## config.mk

```make
export PLATFORM = sky130hd
export DESIGN_NAME = gpnae_frame_feeder
export DESIGN_NICKNAME = d
export VERILOG_FILES = /design/src/rtl/gpnae_frame_feeder.sv
export SDC_FILE = /design/constraint.sdc
export NUM_CORES = 1
export LEC_CHECK = 0
export BUFFER_PORTS_ARGS = -buffer_cell sky130_fd_sc_hd__buf_2
export CAP_MARGIN = 5
export CORE_ASPECT_RATIO = 0.6
export CORE_MARGIN = 2
export CORE_UTILIZATION = 35
export CTS_CLUSTER_SIZE = 14
export DETAILED_ROUTE_END_ITERATION = 12
export GPL_TIMING_DRIVEN = 0
export PLACE_DENSITY = 0.58
export SETUP_SLACK_MARGIN = 0.1
export SYNTH_ARGS = -nofsm -noshare
export SYNTH_HDL_FRONTEND = slang
export SYNTH_SLANG_ARGS = --single-unit
```

## constraint.sdc

```tcl
create_clock -name clk_i -period 2.45 [get_ports clk_i]
set_input_delay 0.1225 -clock clk_i [delete_from_list [all_inputs] [get_ports clk_i]]
set_output_delay 0.1225 -clock clk_i [all_outputs]
set_load 0.05 [all_outputs]
```

## src/rtl/gpnae_frame_feeder.sv

```systemverilog
// Frame feeder for the GPNAE neuron: takes an op descriptor and a beat stream, fills the
// neuron input FIFO, marks end-of-frame, then waits for the neuron (with a watchdog).
//
// state       | meaning
// ------------+------------------------------------------------------------
// S_IDLE      | ready for a descriptor; op 00 is flagged and rejected
// S_LOAD      | forwarding beats into the neuron FIFO, counting terms
// S_LAST      | one-cycle end-of-frame pulse, terms/op frozen
// S_WAIT_DONE | waiting for neuron done, watchdog running
module gpnae_frame_feeder #(
    parameter int unsigned DATA_WIDTH     = 32,
    parameter int unsigned ADDR_LINES     = 5,
    parameter int unsigned CONTROL_WIDTH  = 2,
    parameter int unsigned TIMEOUT_CYCLES = 1024
) (
    input  logic                     clk_i,
    input  logic                     rst_i,
    input  logic [CONTROL_WIDTH-1:0] cfg_op_i,
    input  logic                     cfg_valid_i,
    output logic                     cfg_ready_o,
    input  logic [DATA_WIDTH-1:0]    s_data_i,
    input  logic                     s_valid_i,
    input  logic                     s_last_i,
    output logic                     s_ready_o,
    input  logic                     full_i,
    input  logic                     done_i,
    output logic [DATA_WIDTH-1:0]    signal_o,
    output logic                     wr_en_o,
    output logic                     last_o,
    output logic [ADDR_LINES-1:0]    terms_o,
    output logic [CONTROL_WIDTH-1:0] control_word_o,
    output logic                     busy_o,
    output logic [15:0]              frame_cnt_o,
    output logic                     trunc_err_o,
    output logic                     op_err_o,
    output logic                     timeout_err_o
);

    localparam int unsigned WD_W = $clog2(TIMEOUT_CYCLES + 1);
    localparam logic [ADDR_LINES-1:0] MAX_TERMS    = '1;
    localparam logic [ADDR_LINES-1:0] MAX_TERMS_M1 = MAX_TERMS - ADDR_LINES'(1);
    localparam logic [WD_W-1:0]       WD_LOAD      = WD_W'(TIMEOUT_CYCLES - 1);

    typedef enum logic [1:0] {
        S_IDLE      = 2'd0,
        S_LOAD      = 2'd1,
        S_LAST      = 2'd2,
        S_WAIT_DONE = 2'd3
    } state_t;

    state_t                   r_state;
    state_t                   w_state_nxt;
    logic                     r_cfg_ready;
    logic [ADDR_LINES-1:0]    r_terms;
    logic [CONTROL_WIDTH-1:0] r_control_word;
    logic [15:0]              r_frame_cnt;
    logic                     r_trunc_err;
    logic                     r_op_err;
    logic                     r_timeout_err;
    logic [WD_W-1:0]          r_wd_cnt;

    logic w_cfg_fire;
    logic w_op_valid;
    logic w_s_ready;
    logic w_beat;
    logic w_term_max;
    logic w_wd_tc;

    assign w_cfg_fire = cfg_valid_i & r_cfg_ready & (r_state == S_IDLE);
    assign w_op_valid = (cfg_op_i != '0);
    assign w_beat     = s_valid_i & w_s_ready;
    // The accepted beat that brings the count to MAX_TERMS ends the frame.
    assign w_term_max = (r_terms == MAX_TERMS_M1);
    assign w_wd_tc    = (r_wd_cnt == '0);

    always_ff @(posedge clk_i or posedge rst_i) begin
        if (rst_i) begin
            r_state <= S_IDLE;
        end else begin
            r_state <= w_state_nxt;
        end
    end

    always_comb begin
        w_state_nxt = r_state;
        w_s_ready   = 1'b0;
        signal_o    = '0;
        wr_en_o     = 1'b0;
        last_o      = 1'b0;
        busy_o      = 1'b1;
        case (r_state)
            S_IDLE: begin
                busy_o = 1'b0;
                if (w_cfg_fire && w_op_valid) begin
                    w_state_nxt = S_LOAD;
                end
            end
            S_LOAD: begin
                w_s_ready = ~full_i & (r_terms < MAX_TERMS);
                signal_o  = s_data_i;
                wr_en_o   = s_valid_i & w_s_ready;
                if (s_valid_i && w_s_ready && (s_last_i || w_term_max)) begin
                    w_state_nxt = S_LAST;
                end
            end
            S_LAST: begin
                last_o      = 1'b1;
                w_state_nxt = S_WAIT_DONE;
            end
            S_WAIT_DONE: begin
                if (done_i || w_wd_tc) begin
                    w_state_nxt = S_IDLE;
                end
            end
            default: begin
                w_state_nxt = S_IDLE;
            end
        endcase
    end

    always_ff @(posedge clk_i or posedge rst_i) begin
        if (rst_i) begin
            r_cfg_ready    <= 1'b0;
            r_terms        <= '0;
            r_control_word <= '0;
            r_frame_cnt    <= '0;
            r_trunc_err    <= 1'b0;
            r_op_err       <= 1'b0;
            r_timeout_err  <= 1'b0;
            r_wd_cnt       <= '0;
        end else begin
            r_cfg_ready <= (w_state_nxt == S_IDLE);

            if (w_cfg_fire) begin
                if (w_op_valid) begin
                    r_control_word <= cfg_op_i;
                    r_terms        <= '0;
                end else begin
                    r_op_err <= 1'b1;
                end
            end

            if (w_beat) begin
                r_terms <= r_terms + ADDR_LINES'(1);
                if (w_term_max && !s_last_i) begin
                    r_trunc_err <= 1'b1;
                end
            end

            // Watchdog is armed in LAST so WAIT_DONE sees exactly TIMEOUT_CYCLES cycles.
            if (r_state == S_LAST) begin
                r_wd_cnt <= WD_LOAD;
            end else if (r_state == S_WAIT_DONE && !w_wd_tc) begin
                r_wd_cnt <= r_wd_cnt - WD_W'(1);
            end

            if (r_state == S_WAIT_DONE) begin
                if (done_i) begin
                    r_frame_cnt <= r_frame_cnt + 16'd1;
                end else if (w_wd_tc) begin
                    r_timeout_err <= 1'b1;
                end
            end
        end
    end

    assign cfg_ready_o    = r_cfg_ready;
    assign s_ready_o      = w_s_ready;
    assign terms_o        = r_terms;
    assign control_word_o = r_control_word;
    assign frame_cnt_o    = r_frame_cnt;
    assign trunc_err_o    = r_trunc_err;
    assign op_err_o       = r_op_err;
    assign timeout_err_o  = r_timeout_err;

endmodule

```

# Yosys cells after proc, flatten, opt, wreduce, memory -nomap -nowiden
# Cells that the tools add are included.
# W data, S select, Z words.
# op_classes
magnitude_cmp,1
n_addsub,3
bitwise_logic,8
muxes,14
n_reduce_logical,22
n_eq_ne,4
# op_table
op,n
$mux W32,1
$mux W11,2
$add A16 B1 Y16 const B,1
$mux W5,3
$logic_not A11 Y1,1
$sub A11 B1 Y11 const B,1
$reduce_and A2 Y1,5
$pmux W2 S4,1
$reduce_bool A2 Y1,4
$mux W2,3
$add A5 B1 Y5 const B,1
$and A1 B1 Y1,5
$eq A5 B5 Y1 const B,1
$logic_and A1 B1 Y1,5
$lt A5 B5 Y1 const B,1
$eq A2 B2 Y1 const B,2
$logic_not A2 Y1,2
$mux W1,4
$not A1 Y1,3
$reduce_and A3 Y1,1
$eq A2 B1 Y1 const B,1
$logic_not A1 Y1,2
$logic_or A1 B1 Y1,2
# totals
wordCells,61
in_bits,41
register_bits,40
out_inout_bits,63

# Longest topological paths before layout
# Gate-level depths: netlist of run 1.
# depth
word_depth,7
mapped_depth,6
mapped_depth_nobuf,6

# Worst setup path after synthesis of run 1
# Ideal clock, no wire load.
# synth_timing
path_type,flip-flop to flip-flop
startpoint,reg r_terms[2] (netlist: terms_o[2])
endpoint,reg r_trunc_err (netlist: trunc_err_o)
path_stages_with_launch,5
n_path_buf,0
slack_ns,0.618
required_ns,2.330
arrival_ns,1.712
setup_time_ns,0.120
cell_sequence,dfrtp_1 nand3_1 o2111ai_1 inv_1 a31o_2
# synth_between
elab_chain_len,5
elab_cells_between_ends,7
# synth_lines
element,line,rtl
from (decl),54,logic [ADDR_LINES-1:0] r_terms;
from (signal assigned),144,r_terms <= r_terms + ADDR_LINES'(1);
$lt A5 B5 Y1,99,w_s_ready = ~full_i & (r_terms < MAX_TERMS);
$and A1 B1 Y1,99,
$mux W1,91,case (r_state)
$and A1 B1 Y1,71,assign w_beat = s_valid_i & w_s_ready;
$reduce_and A2 Y1 (no line) (*),--,
to (signal assigned),127,r_trunc_err <= 1'b0;
to (signal assigned),146,r_trunc_err <= 1'b1;
to (decl),57,logic r_trunc_err;
# Every way passes the cells marked *; elsewhere a longest branch is shown, timed or not.
# A chain may end at the register's enable or synchronous reset.

# Worst setup path in the final report of run 1
# layout_timing
startpoint,reg r_state[0]
endpoint,out s_ready_o
# layout_between
elab_chain_len,2
# layout_lines
element,line,rtl
from (decl),51,state_t r_state;
from (signal assigned),80,r_state <= w_state_nxt;
$eq A2 B1 Y1,91,
$mux W1,91,
to (decl),24,"output logic s_ready_o,"
# No other way between the ends.

==> results of run 1 <==
## timing repair
item                                    in CTS  in global routing
hold buffers                                 0                  0
gates resized for setup                      0                  1
endpoints found under the setup margin       0                  1
## placed cells by master (no fill, tap or decap), drive strengths merged, types with 5 or more instances in the layout
cell type,instances
and2,35
buf,106
clkbuf,11
dfrtp,40
ha,5
inv,12
nand2,19
nand2b,6
nand3,15
nand4,6
nor2,12
nor4,6
o21ai,7
xnor2,11
xor2,8
## per-stage QoR
stage	utilization, %	hold WS [ps]	power (mW)	worst slack, ps
after floorplan	-	245.9	2.687	617.9
after global placement	47.10	372.8	3.199	498.2
after detailed placement	47.10	357.3	3.213	485.7
after CTS	48.94	28.41	3.788	287.8
after global routing	48.98	58.01	4.006	216.2
final	48.98	-7.874	3.769	432.7
## area by class of cell
class / count / area, µm²
Buffer: 9 / 43.79
Tap cell: 84 / 105.1
Fill cell: 614 / 3188
Clock inverter: 3 / 46.29
Clock buffer: 5 / 68.82
Timing Repair Buffer: 103 / 515.5
Inverter: 11 / 41.29
Sequential cell: 40 / 1001
Multi-Input combinational cell: 180 / 1239
## layer usage
| metal | track usage (%) | up-vias | part of all wire [%] |
|---|---|---|---|
| li1 | - | 1066 | - |
| met1 | 27.40 | 986 | 54 |
| met2 | 24.30 | 29 | 42 |
| met3 | 4.403 | 5 | 3.5 |
| met4 | 3.365 | 0 | 0.58 |
| met5 | 0 | - | 0 |
## worst paths after layout
| path | from | endpoint | slack (ps) | cells after the start |
|---|---|---|---|---|
| setup reg to reg | r_wd_cnt[0] | r_wd_cnt[3] | 480 | 6 |
| setup / recovery | r_state[0] | s_ready_o | 430 | 5 |
| hold reg to reg | timeout_err_o | timeout_err_o | 460 | 1 |
| max in group asynchronous | rst_i | terms_o[0] | 1920 | 2 |
| min in group clk_i | cfg_op_i[0] | control_word_o[0] | 60 | 3 |
| hold / removal | rst_i | frame_cnt_o[10] | -8 | 2 |
## where the power goes
| part | switching (mW) | internal, mW | leakage [nW] |
|---|---|---|---|
| logic | 1.59 | 0.560 | 0.989 |
| registers | 0.224 | 0.830 | 0.495 |
| clock network | 0.261 | 0.307 | 0.0548 |
## sequential cells by signal, summed over array words and instances (netlist names)
register        count
frame_cnt_o        16
r_wd_cnt           11
terms_o             5
control_word_o      2
r_state             2
cfg_ready_o         1
op_err_o            1
timeout_err_o       1
trunc_err_o         1
## critical path: stages (launching register included)
cell and delay, ps:
dfrtp_1 440, nor2b_2 340, clkbuf_1 320, o21ai_0 140, nor2_1 100, buf_2 260
## logic make-up after synthesis
kind of cell    synth area share (%)
flops                          43.10
compound gates                 10.35
xor+xnor                       7.166
mux                            1.347
buf+inv                        3.664
simple gates                   31.68
fa+ha+maj                      2.694
==> metrics.cfg, run 1 <==
[die]
start_util_pct=37.16
rows=22
die_area_um2=7324
die_w_um=109.2
die_y_um=67.10
core-area_um2=6248
io_pins=104

[sta]
slew_headroom_pct=43.29
drv_slew=0
post-route-period-util_pct=82.34
worst_pin_slew_ps=849.4
fin_crit_ps=2017
tns_ps=0
skew_ps=11.56
setup_violations=0
rsz0062_at_grt=no
finalHoldViolCount=28
holdWs_ps=-7.874
max_freq_ghz=0.4957

[synth]
avgSynthCellArea_um2=9.676
netlist.area_leader.share_pct=43.10
ys_ff_latch=40
synth_cell_type_count=47
synth_most_common_cell=dfrtp_1
synthCells=240
yosysWarnings=0
ys_seq_area_share_pct=43.10
synth_area_leader_cell=dfrtp_1
synth_edf_count=0
syn_area_um2=2322
synth_ff_type=dfrtp_1
syn_nets=286
synthTopCellsByCount=dfrtp_1, and2_1, nand2_1, nand3_1, nor2_1
synthArstFlopShare_pct=100.0
synthTopCellsByArea=dfrtp_1, and2_1, xnor2_1

[placed_design]
placed_cell_area_um2=2943
io_buffers=103
dp_hpwl_um=4733
placed_cells=427
place_congestion=0.7909

[clock_tree]
cts.sinks=40
clk_latency_ps=300
cts_tree=built
clockRootBuffer=clkbuf_8
cts_made_buffers=5
cts_post_setup_buffers_inserted=0
h-tree-depth=2
cts_buffer_depth=2
clkTransAtPathRegs_ps=90

[detailed_routing]
via_per_inst=4.795
antenna_left=0
totalWireLength_um=6176
vias=2086
drt_drc_violations_left=0
first_pass_iters=4
routedWlPerCell_um=14.20
drt-initial-drc-count=83

[layout]
fin_cells=435
finalNetCount=396
fin_area_um2=3060
area_growth_pct=31.79
drive_gt1_share_pct=38.46
diodes=0

[setup_path]
critPathMaxFanout=10
cp-end-kind=output pin
worstPathRequired_ps=2330
crit_arrival_ps=1890
worst-setup-path-type=flop to output pin
start_kind=flop

[global_route]
grt_antenna_before_repair=0
grt_overflow_total=0
grt_pass1_wl_um=9963
grt_max_degree=41
grt_pass1_vias=1949
grt.total_usage_pct=17.68

[job]
drv_cap=0

[run_status]
status=finished, violations left
violations=negative hold slack

[pwr]
p_leak_nw=1.539
power_density_nw_per_um2=1232
vdd.ir_drop.worst_mv=0.5950

[min_path]
hold_class=input port to asynchronous set/reset pin

No activity file was read; power rests on OpenSTA's default activity.
==> run 2, diff against run 1 <==
Settings changed: PLACE_DENSITY 0.58 to 0.61.
Clock period 2.45 ns to 1.69 ns, I/O delays scaled along.
==> run 2 against run 1 <==
Compared with the run above: the run ends with negative setup slack left; total power increased by 85%; core utilization increased by 13 points; first-iteration DRC count increased by 22%; routed wire length increased by 19%; via count increased by 11%; clock skew decreased by 3.8 ps; combinational power increased by 120%; sequential power increased by 46%; sequential cell count unchanged; cell area increased by 26%; clock-buffer cell count increased by 1; global-route usage decreased by 0.28 points.
==> metrics.cfg, run 2 (synthesized netlist as in run 1, its figures left out) <==
[run_status]
status=finished, violations left  ; unchanged
violations=negative setup slack  ; was negative hold slack

[pwr]
p_sw_mw=3.363  ; was 2.072 mW
power.share.clock_pct=11.1  ; was 15.1%
switching_share_pct=48.29  ; was 54.98%
vdd.ir_drop.worst_mv=1.063  ; was 0.5950 mV
combinationalPowerShare_pct=66.9  ; was 57.0%
power_density_nw_per_um2=1809  ; was 1232 nW/µm²
cellInternalPower_mw=3.601  ; was 1.697 mW
power_mw=6.964  ; was 3.769 mW
pwr-share-seq_pct=22.0  ; was 28.0%
p_leak_nw=1.849  ; was 1.539 nW

[setup_path]
timing.critical_path.mode_cell=buf_6
cp_top_family=buffers and inverters  ; unchanged
slowest_stage=dfrtp_2  ; was dfrtp_1
worstPathRequired_ps=1610  ; was 2330 ps
worstPathCellList=nor2b_4 -> buf_4 -> buf_6 -> and2_1 -> buf_6  ; was nor2b_2 -> clkbuf_1 -> o21ai_0 -> nor2_1 -> buf_2
worst-path-buf-inv=3  ; was 2
critPathMaxFanout=8  ; was 10
crit_arrival_ps=1620  ; was 1890 ps
crit_path_max_incr_delay_ps=450  ; was 440 ps
start_kind=flop  ; unchanged
cp-end-kind=output pin  ; unchanged
worst-setup-path-type=flop to output pin  ; unchanged

[detailed_routing]
via_per_inst=4.991  ; was 4.795
routedWlPerCell_um=15.75  ; was 14.20 µm
vias=2321  ; was 2,086
drt-initial-drc-count=101  ; was 83
totalWireLength_um=7325  ; was 6176 µm
first_pass_iters=4  ; unchanged
antenna_left=0  ; unchanged
drt_drc_violations_left=0  ; unchanged

[placed_design]
placed_cell_area_um2=2965  ; was 2943 µm²
place_congestion=0.7712  ; was 0.7909
dp_hpwl_um=4552  ; was 4733 µm
placed_cells=427  ; unchanged
place_ws_ps=-242.7  ; was 485.7 ps
io_buffers=103  ; unchanged

[sta]
max_freq_ghz=0.5873
fin_crit_ps=1703
holdWs_ps=53.54  ; was -7.874 ps
rsz0062_at_grt=yes  ; was no
slew_headroom_pct=44.68  ; was 43.29%
post-route-period-util_pct=100.7
worst_pin_slew_ps=828.6  ; was 849.4 ps
skew_ps=7.781  ; was 11.56 ps
tns_ps=-20.85  ; was 0 ps
drv_slew=0  ; unchanged
setup_violations=2  ; was 0
finalHoldViolCount=0  ; was 28
worst_slack_ps=-12.58  ; was 432.7 ps

[clock_tree]
cts.sinks=40  ; unchanged
clkTransAtPathRegs_ps=80  ; was 90 ps
cts_tree=built  ; unchanged
cts_made_buffers=5  ; unchanged
cts_buffer_depth=2  ; unchanged
clk_latency_ps=300  ; about the same
h-tree-depth=2  ; unchanged
clockRootBuffer=clkbuf_8  ; unchanged

[job]
drv_cap=0  ; unchanged

[layout]
fin_area_um2=3849  ; was 3060 µm²
area_growth_pct=65.73  ; was 31.79%
final_common_cell=buf_2  ; unchanged
diodes=0  ; unchanged
utilization_pct=61.59  ; was 48.98%
finalNetCount=426  ; was 396
layout_common_cells=buf_2, buf_6, and2_4, dfrtp_1, buf_4  ; was buf_2, dfrtp_1, and2_1
drive_gt1_share_pct=59.32  ; was 38.46%
largest_reg_flops=16  ; unchanged
fin_cells=465  ; was 435

[global_route]
grt_max_degree=41  ; unchanged
grt_pass1_vias=2076  ; was 1,949
grt_overflow_total=0  ; unchanged
grt_antenna_before_repair=0  ; unchanged
grt.total_usage_pct=17.39  ; was 17.68%
grt_pass1_wl_um=9915  ; was 9963 µm

[min_path]
hold_class=input port to flop  ; was input port to asynchronous set/reset pin

[die]
start_util_pct=37.16  ; unchanged
die_y_um=67.10  ; unchanged
rows=22  ; unchanged
die_area_um2=7324  ; unchanged
die_w_um=109.2  ; unchanged
core-area_um2=6248  ; unchanged
io_pins=104  ; unchanged

run 2: changes by cell type in the layout (fill, tap and decap cells not counted), moves of 4 or more:
cell | before | now
buf_2 | 105 | 69
buf_6 | 1 | 37
and2_1 | 34 | 10
and2_4 | 0 | 24
buf_4 | 0 | 20
dfrtp_1 | 40 | 24
dfrtp_2 | 0 | 16
buf_8 | 0 | 12
inv_1 | 10 | 6
run 2: repair_timing:
item	in CTS	in global routing
setup buffers	14	12
hold endpoints to repair	40	0
endpoints found under the setup margin	58	56
gates cloned	0	3
hold buffers	1	0
resized for setup	61	107
pin swaps	10	21
run 2: worst paths after layout:
| kind | startpoint | end | slack [ps] | depth (start not counted) |
|---|---|---|---|---|
| max | r_state[1] | signal_o[22] | -10 | 5 |
| min | cfg_op_i[1] | control_word_o[1] | 50 | 3 |
| max reg2reg | r_wd_cnt[0] | r_wd_cnt[4] | -10 | 6 |
| min reg2reg | op_err_o | op_err_o | 470 | 1 |
| max in group asynchronous | rst_i | frame_cnt_o[4] | 610 | 3 |
| min in group asynchronous | rst_i | frame_cnt_o[6] | 500 | 3 |
run 2: worst reg2reg max path: cells and delay by family (launching register included):
kind / cells / cell delay (ps)
simple gates: 2 / 560
compound gates: 2 / 320
fa+ha+maj: 1 / 140
buf+inv: 1 / 110
flops: 1 / 440
run 2: routing by layer:
layer / up-vias / global-route usage [%] / routed length (µm)
met1: 1162 / 25.45 / 3392
li1: 1121 / - / -
met5: - / 0 / 0
met3: 7 / 4.305 / 217
met4: 0 / 4.006 / 69
met2: 31 / 25.54 / 3645
run 2: final cells by class:
type                            count  area [µm²]
Inverter                           11       43.79
Fill cell                         504        2400
Tap cell                           84       105.1
Clock buffer                        6       72.57
Buffer                              9       72.57
Clock inverter                      2       35.03
Timing Repair Buffer              133        1057
Sequential cell                    40        1021
Multi-Input combinational cell    180        1441
run 2: power by group through the flow:
stage | Clock, mW | Sequential, mW | Combinational, mW
6_report | 0.776 | 1.53 | 4.66
3_5_place_dp | 0 | 1.55 | 3.10
3_3_place_gp | 0 | 1.55 | 3.09
4_1_cts | 0.792 | 1.52 | 3.61
2_1_floorplan | 0 | 1.93 | 1.99
5_1_grt | 0.840 | 1.57 | 4.88
==> run 3, diff against run 2 <==
Settings changed: CORE_ASPECT_RATIO 0.6 to 1.1, CTS_CLUSTER_SIZE 14 to unset.
==> run 3 against run 2 <==
Compared with the run above: the flow still finishes with violations (negative setup slack); non-clock buffer count down 11; cell area down 0.75%; core utilization down 3.0 points; clock skew down 3.3 ps; via count down 4.7%; worst hold slack worse by 12 ps; worst setup slack better by 11 ps; critical endpoint is now signal_o[12]; highest routed layer unchanged.
==> metrics.cfg, run 3 (synthesized netlist as in run 1, its figures left out) <==
[placed_design]
place_ws_ps=-266.3  ; was -242.7 ps
io_buffers=103  ; unchanged
placed_cells=425  ; was 427
placed_cell_area_um2=2963  ; was 2965 µm²
dp_hpwl_um=4257  ; was 4552 µm
place_congestion=0.7646  ; was 0.7712

[sta]
holdWs_ps=41.24  ; was 53.54 ps
skew_ps=4.495  ; was 7.781 ps
fin_crit_ps=1692  ; was 1703 ps
drv_slew=0  ; unchanged
max_freq_ghz=0.5911  ; was 0.5873 GHz
setup_violations=1  ; was 2
tns_ps=-1.735  ; was -20.85 ps
worst_slack_ps=-1.735  ; was -12.58 ps
finalHoldViolCount=0  ; unchanged
worst_pin_slew_ps=832.0  ; was 828.6 ps
post-route-period-util_pct=100.1  ; was 100.7%
rsz0062_at_grt=yes  ; unchanged
slew_headroom_pct=44.45  ; was 44.68%

[detailed_routing]
drt-met1-wl_um=2624  ; was 3392 µm
drt-initial-drc-count=62  ; was 101
vias=2211  ; was 2,321
totalWireLength_um=6830  ; was 7325 µm
routed.top_layer=met4  ; unchanged
via_per_inst=4.892  ; was 4.991
antenna_left=0  ; unchanged
routedWlPerCell_um=15.11  ; was 15.75 µm
drt_drc_violations_left=0  ; unchanged
first_pass_iters=4  ; unchanged
routed-wl-met3_um=260  ; was 217 µm
routed-wl-met2_um=3878  ; was 3645 µm

[layout]
finalNetCount=415  ; was 426
seq_area_um2=1023  ; was 1021 µm²
layout_common_cells=buf_2, and2_4, buf_8  ; was buf_2, buf_6, and2_4, dfrtp_1, buf_4
drive_gt1_share_pct=60.81  ; was 59.32%
fin_cells=452  ; was 465
fin_area_um2=3820  ; was 3849 µm²
area_growth_pct=64.49  ; was 65.73%
largest_reg_flops=16  ; unchanged
multiInputGateArea_um2=1455  ; was 1441 µm²
diodes=0  ; unchanged
final_common_cell=buf_2  ; unchanged
nFillCells=547  ; was 504

[setup_path]
timing.critical_path.mode_cell=buf_6  ; unchanged
crit_path_max_incr_delay_ps=460  ; was 450 ps
critPathMaxFanout=7  ; was 8
worstPathCellList=nor2b_4 -> buf_4 -> buf_6 -> and2_4 -> buf_6  ; was nor2b_4 -> buf_4 -> buf_6 -> and2_1 -> buf_6
worstPathRequired_ps=1610  ; about the same
crit_arrival_ps=1610  ; was 1620 ps
worst-setup-path-type=flop to output pin  ; unchanged
worst-path-buf-inv=3  ; unchanged
cp-end-kind=output pin  ; unchanged
r2r_slack_ps=20  ; was -10 ps
start_kind=flop  ; unchanged
slowest_stage=dfrtp_2  ; unchanged
cp_top_family=flip-flops  ; was buffers and inverters

[global_route]
grt.total_usage_pct=15.27  ; was 17.39%
grt_antenna_before_repair=0  ; unchanged
grt_pass1_vias=1879  ; was 2,076
grt_pass1_wl_um=8700  ; was 9915 µm
grt_max_degree=41  ; unchanged
grt_overflow_total=0  ; unchanged

[die]
rows=31  ; was 22
die_w_um=81.67  ; was 109.2 µm
core-area_um2=6516  ; was 6248 µm²
io_pins=104  ; unchanged
die_area_um2=7303  ; was 7324 µm²
start_util_pct=35.64  ; was 37.16%
die_y_um=89.43  ; was 67.10 µm

[run_status]
status=finished, violations left  ; unchanged
violations=negative setup slack  ; unchanged

[clock_tree]
h-tree-depth=2  ; unchanged
cts_tree=built  ; unchanged
cts_buffer_depth=2  ; unchanged
clockRootBuffer=clkbuf_8  ; unchanged
clkTransAtPathRegs_ps=80  ; about the same
cts.sinks=40  ; unchanged
clk_latency_ps=290  ; was 300 ps
cts_made_buffers=5  ; unchanged

[job]
drv_cap=0  ; unchanged

[pwr]
p_leak_nw=1.844  ; was 1.849 nW
vdd.ir_drop.worst_mv=1.094  ; was 1.063 mV
power_density_nw_per_um2=1825  ; was 1809 nW/µm²

[min_path]
hold_class=input port to flop  ; unchanged

-- run 3: layout make-up --
cell class	count	share of cell area, %
Timing Repair Buffer	122	26.47
Inverter	11	1.081
Tap cell	82	2.686
Multi-Input combinational cell	180	38.09
Sequential cell	40	26.79
Clock buffer	5	1.802
Clock inverter	3	1.114
Buffer	9	1.965
-- run 3: what timing repair did --
action / CTS / global route
setup buffers: 9 / 8
resized for setup: 52 / 136
cloned: 0 / 3
hold endpoints to repair: 32 / 0
pin swaps: 8 / 37
endpoints found under the setup margin: 59 / 55
hold buffers: 1 / 0
-- run 3: where the power goes --
part | internal [mW] | switching [mW]
clock | 0.437 | 0.354
sequential | 1.22 | 0.324
combinational | 1.98 | 2.65
-- run 3: worst min-delay path: stages --
cell	delay, ps
buf_2	100
nand2_1	70
nand2_1	50
-- run 3: worst paths after layout --
kind	start	end	cells after the start
hold / removal	cfg_op_i[1]	control_word_o[1]	3
setup reg to reg	r_wd_cnt[1]	r_wd_cnt[9]	4
setup / recovery	r_state[1]	signal_o[12]	5
min in group asynchronous	rst_i	trunc_err_o	3
max in group asynchronous	rst_i	terms_o[1]	3
hold reg to reg	op_err_o	op_err_o	1
-- run 3: per-layer routing --
layer / vias to the layer above / global-route usage [%]
met5: - / 0
met3: 7 / 3.030
li1: 1094 / -
met4: 0 / 3.636
met2: 55 / 26.68
met1: 1055 / 19.44
-- run 3: per-stage QoR --
stage	util [%]	power [mW]
floorplan	-	3.919
global placement	45.47	4.593
detailed placement	45.47	4.637
CTS	50.60	5.801
global route	58.62	7.335
finish	58.62	6.971
